### src/rtl/id_ex_register.sv
// ID/EX pipeline register.
// Captures decoded control, register indices and datapath values from ID for use in EX.
// Stall holds the current contents. Flush, or an invalid ID slot, loads an all-zero bubble.
// The bubble has ALUOp=00, so downstream ALU control selects add. It also has no write or
// memory enables, so it has no architectural side effect.
module id_ex_register #(
    parameter int unsigned DATA_W = 64
) (
    input  logic              clk,
    input  logic              reset,
    input  logic              stall,
    input  logic              flush,
    input  logic              id_valid,
    input  logic [1:0]        id_ALUOp,
    input  logic [3:0]        id_Funct,
    input  logic              id_RegWrite,
    input  logic              id_MemRead,
    input  logic              id_MemWrite,
    input  logic              id_MemtoReg,
    input  logic              id_Branch,
    input  logic              id_ALUSrc,
    input  logic [DATA_W-1:0] id_PC,
    input  logic [DATA_W-1:0] id_ReadData1,
    input  logic [DATA_W-1:0] id_ReadData2,
    input  logic [DATA_W-1:0] id_Imm,
    input  logic [4:0]        id_rs1,
    input  logic [4:0]        id_rs2,
    input  logic [4:0]        id_rd,
    output logic              ex_valid,
    output logic [1:0]        ex_ALUOp,
    output logic [3:0]        ex_Funct,
    output logic              ex_RegWrite,
    output logic              ex_MemRead,
    output logic              ex_MemWrite,
    output logic              ex_MemtoReg,
    output logic              ex_Branch,
    output logic              ex_ALUSrc,
    output logic [DATA_W-1:0] ex_PC,
    output logic [DATA_W-1:0] ex_ReadData1,
    output logic [DATA_W-1:0] ex_ReadData2,
    output logic [DATA_W-1:0] ex_Imm,
    output logic [4:0]        ex_rs1,
    output logic [4:0]        ex_rs2,
    output logic [4:0]        ex_rd
);

    // One record for the whole stage.
    // Register indices travel with the control bits, so they are held and flushed together.
    typedef struct packed {
        logic              valid;
        logic [1:0]        alu_op;
        logic [3:0]        funct;
        logic              reg_write;
        logic              mem_read;
        logic              mem_write;
        logic              mem_to_reg;
        logic              branch;
        logic              alu_src;
        logic [DATA_W-1:0] pc;
        logic [DATA_W-1:0] read_data1;
        logic [DATA_W-1:0] read_data2;
        logic [DATA_W-1:0] imm;
        logic [4:0]        rs1;
        logic [4:0]        rs2;
        logic [4:0]        rd;
    } stage_t;

    stage_t id_stage;
    stage_t stage_d;
    stage_t stage_q;

    assign id_stage = {id_valid, id_ALUOp, id_Funct, id_RegWrite, id_MemRead, id_MemWrite,
                       id_MemtoReg, id_Branch, id_ALUSrc, id_PC, id_ReadData1, id_ReadData2,
                       id_Imm, id_rs1, id_rs2, id_rd};

    // Next-state selection: flush beats stall, stall holds, otherwise capture or bubble.
    always_comb begin
        stage_d = stage_q;
        if (flush) begin
            stage_d = '0;
        end else if (!stall) begin
            stage_d = id_valid ? id_stage : '0;
        end
    end

    // Stage register; reset clears everything immediately.
    always_ff @(posedge clk or posedge reset) begin
        if (reset) begin
            stage_q <= '0;
        end else begin
            stage_q <= stage_d;
        end
    end

    assign ex_valid     = stage_q.valid;
    assign ex_ALUOp     = stage_q.alu_op;
    assign ex_Funct     = stage_q.funct;
    assign ex_RegWrite  = stage_q.reg_write;
    assign ex_MemRead   = stage_q.mem_read;
    assign ex_MemWrite  = stage_q.mem_write;
    assign ex_MemtoReg  = stage_q.mem_to_reg;
    assign ex_Branch    = stage_q.branch;
    assign ex_ALUSrc    = stage_q.alu_src;
    assign ex_PC        = stage_q.pc;
    assign ex_ReadData1 = stage_q.read_data1;
    assign ex_ReadData2 = stage_q.read_data2;
    assign ex_Imm       = stage_q.imm;
    assign ex_rs1       = stage_q.rs1;
    assign ex_rs2       = stage_q.rs2;
    assign ex_rd        = stage_q.rd;

endmodule

### config.mk
export PLATFORM = sky130hd
export DESIGN_NAME = id_ex_register
export DESIGN_NICKNAME = d
export VERILOG_FILES = /design/src/rtl/id_ex_register.sv
export SDC_FILE = /design/constraint.sdc
export NUM_CORES = 1
export LEC_CHECK = 0
export BUFFER_PORTS_ARGS = -buffer_cell sky130_fd_sc_hd__buf_2
export CAP_MARGIN = 15
export CORE_MARGIN = 3
export CORE_UTILIZATION = 25
export CTS_BUF_LIST = sky130_fd_sc_hd__clkbuf_16
export CTS_CLUSTER_SIZE = 8
export DETAILED_ROUTE_END_ITERATION = 10
export HOLD_SLACK_MARGIN = 0.12
export PLACE_DENSITY_LB_ADDON = 0.15
export SLEW_MARGIN = 20
export SYNTH_ARGS = -nofsm -noshare
export SYNTH_HDL_FRONTEND = slang
export SYNTH_SLANG_ARGS = --single-unit
### constraint.sdc
create_clock -name clk -period 16.8 [get_ports clk]
set_input_delay 1.68 -clock clk [delete_from_list [all_inputs] [get_ports clk]]
set_output_delay 1.68 -clock clk [all_outputs]
set_load 0.05 [all_outputs]
==> impl_metrics.json <==
{
  "synth_adder_area_share": 0,
  "comb_power_share": 0.148,
  "crit_fanout": 85,
  "worstHoldPathType": "register to register",
  "port_buffers": 571,
  "wl_per_cell_um": 19.73,
  "cp.required_ns": 17.25,
  "rows": 78,
  "crit_arrival_ns": 4.23,
  "maxCapViolCount": 0,
  "synth_cells": 970,
  "cellPowerDensity_mw_per_mm2": 106.8,
  "cts_tree": "built",
  "synth_top_area_frac": 0.6159,
  "ir_drop_uv": 60.61,
  "die_area_mm2": 0.04877,
  "netlist_area_mm2": 0.01154,
  "yosys-top-cells-area": "dfrtp_1, a32o_1, nand3b_1, a21oi_1, nand2_1",
  "cts.sinks": 284,
  "crit_type": "input port to register",
  "instances_no_fill": 2098,
  "routabilityCongestion": 0.7689,
  "cts-root-buf": "clkbuf_16",
  "cts_buffers": 41,
  "slew_violations": 0,
  "ys_types": 17,
  "syn_nets": 1258,
  "final_area_mm2": 0.01570,
  "synth_compound_area_frac": 0.1835,
  "grt_pass1_vias": 10100,
  "p_leak_nw": 7.921,
  "layout-drive-gt1-share": 0.4251,
  "synth-simple-area-share": 0.1424,
  "area_growth_syn_to_layout_pct": 36.06,
  "htreeDepth": 2,
  "setup_viol": 0,
  "hpwl_um": 27690,
  "nNetsFinal": 1776,
  "finalCritPeriodShare": 0.2250,
  "cts_setup_buffers": 0,
  "ys_seq_elements": 284,
  "p_int_w": 0.001205,
  "worst_hold_slack_ns": 0.4803,
  "worst_slack_ns": 13.02,
  "max_freq_ghz": 0.2645,
  "fillers": 4741,
  "regArea_mm2": 0.007107,
  "synth_area_per_cell_um2": 11.90,
  "status": "complete, no violations",
  "vias": 10050,
  "clk_path_buf_depth": 3,
  "final-hold-violation-count": 0,
  "maxSlewHeadroom": 0.3007,
  "grtUsageTotal": 0.1625,
  "coreArea_mm2": 0.04548,
  "die_w_um": 220.8,
  "synth_top_area_cell": "dfrtp_1",
  "dp_slack_ns": 12.49,
  "synth-xor-area-share": 0,
  "vias_per_cell": 4.788,
  "grt_max_degree": 120,
  "placed_area_mm2": 0.01461,
  "p_sw_w": 0.0004713,
  "yosysWarningCount": 0,
  "multi_input_area_mm2": 0.003780,
  "setup_tns_ns": 0,
  "first_pass_iters": 5,
  "pwr-share-seq": 0.432,
  "fin_crit_ns": 3.780,
  "rsz0062_at_grt": "no",
  "grt_first_pass_wirelength_um": 62820,
  "wl_um": 41380,
  "initial_utilization": 0.2537,
  "clk_latency_ns": 0.52,
  "die_height_um": 220.8,
  "synth_top_family_by_area": "compound AO/OA/AOI/OAI gates",
  "fin_skew_ns": 0,
  "synth-seq-area-share": 0.6159,
  "dp_cells": 2044,
  "hold_buffers": 0,
  "synth_mux_area_frac": 0.0008674,
  "post-route-drc-count": 0,
  "ctsResizeCount": 0,
  "pin_count": 572,
  "drt-initial-drc-count": 723,
  "antenna_left": 0,
  "cp-end-kind": "register",
  "p_sw_frac": 0.2811,
  "startpoint_type": "input port",
  "grt_antenna_before_repair": 11,
  "grt-ovfl-total": 0,
  "clkTransAtPathRegs_ns": 0.05,
  "worstMarginPinSlew_ns": 1.049,
  "p_clk_frac": 0.420
}
[registers in the layout (all words and copies together), names as in the netlist, 4 cells and up]
register,flops
ex_rs1,5
ex_PC,64
ex_rs2,5
ex_Funct,4
ex_Imm,64
ex_ReadData1,64
ex_rd,5
ex_ReadData2,64
[cell usage after synthesis]
master    instances
buf_6            21
inv_1             1
a21oi_1         144
nor2b_2           2
a32o_2            4
mux2i_1           1
nor2_1            1
dfrtp_1         284
buf_4             9
buf_2            41
nand2_1         144
clkbuf_1         31
buf_1             6
inv_2             1
a32o_1          135
nand3b_1        144
clkbuf_4          1
[power by group through the flow]
stage	Sequential (W)	Combinational, W	Clock [W]
finish	0.000724	0.000249	0.000704
global route	0.000726	0.000267	0.000767
CTS	0.000723	0.000252	0.000735
detailed placement	0.000734	0.000252	0
global placement	0.000734	0.000251	0
floorplan	0.000824	0.0000794	0
[area by class of cell]
| cell class | count | area share |
|---|---|---|
| diodes | 9 | 0.001434 |
| clock buffers | 41 | 0.06534 |
| inverters | 2 | 0.001116 |
| repair buffers | 584 | 0.1902 |
| multi-input cells | 575 | 0.2407 |
| flip-flops and latches | 284 | 0.4526 |
| well taps | 600 | 0.04781 |
| clock inverters | 3 | 0.0007172 |
[placed cells by master, fill, tap and decap left out, drive strengths merged]
cell / n
nor2: 1
nand2: 144
buf: 584
mux2i: 1
a32o: 139
dfrtp: 284
nand3b: 144
nor2b: 2
inv: 4
a21oi: 144
diode: 9
clkinv: 1
clkbuf: 41
[worst max-delay path, cell delays in order]
cell	delay (ns)
buf_4	0.56
nor2b_4	0.26
buf_4	0.50
buf_4	0.83
a32o_1	0.29
[layer usage]
metal  wire length (um)  up-vias  GRT usage
li1                   -     4584          -
met2              20970      370     0.2761
met3               3089       75    0.05147
met5                 42        -          0
met1              16150     5010     0.1929
met4               1126        6    0.06086
[path summary, 6_finish.rpt]
| path | startpoint | end | cells after the start | slack [ns] |
|---|---|---|---|---|
| worst min-delay path | ex_Imm[26] | ex_Imm[26] | 1 | 0.48 |
| worst max register to register | ex_ReadData2[21] | ex_ReadData2[21] | 1 | 16.05 |
| min in group asynchronous | reset | ex_ReadData1[2] | 2 | 1.29 |
| max in group asynchronous | reset | ex_ReadData2[34] | 4 | 13.46 |
| worst min register to register | ex_Imm[26] | ex_Imm[26] | 1 | 0.48 |
| worst max-delay path | id_valid | ex_rd[1] | 5 | 13.02 |
[cell families (layout without fill, tap and decap cells)]
kind of cell           count (synthesis)  in the layout
AOI/OAI and AO/OA                    283            283
buffers and inverters                111            630
DFF                                  284            284
muxes                                  1              1
other                                  0              9
and+or+nand+nor                      291            291
[through the flow]
step / utilization / power, W
5_1_grt: 0.3451 / 0.001759
3_3_place_gp: 0.3213 / 0.0009850
3_5_place_dp: 0.3213 / 0.0009863
2_1_floorplan: - / 0.0009038
6_report: 0.3452 / 0.001677
4_1_cts: 0.3441 / 0.001711
No activity file was read; power rests on OpenSTA's default activity.
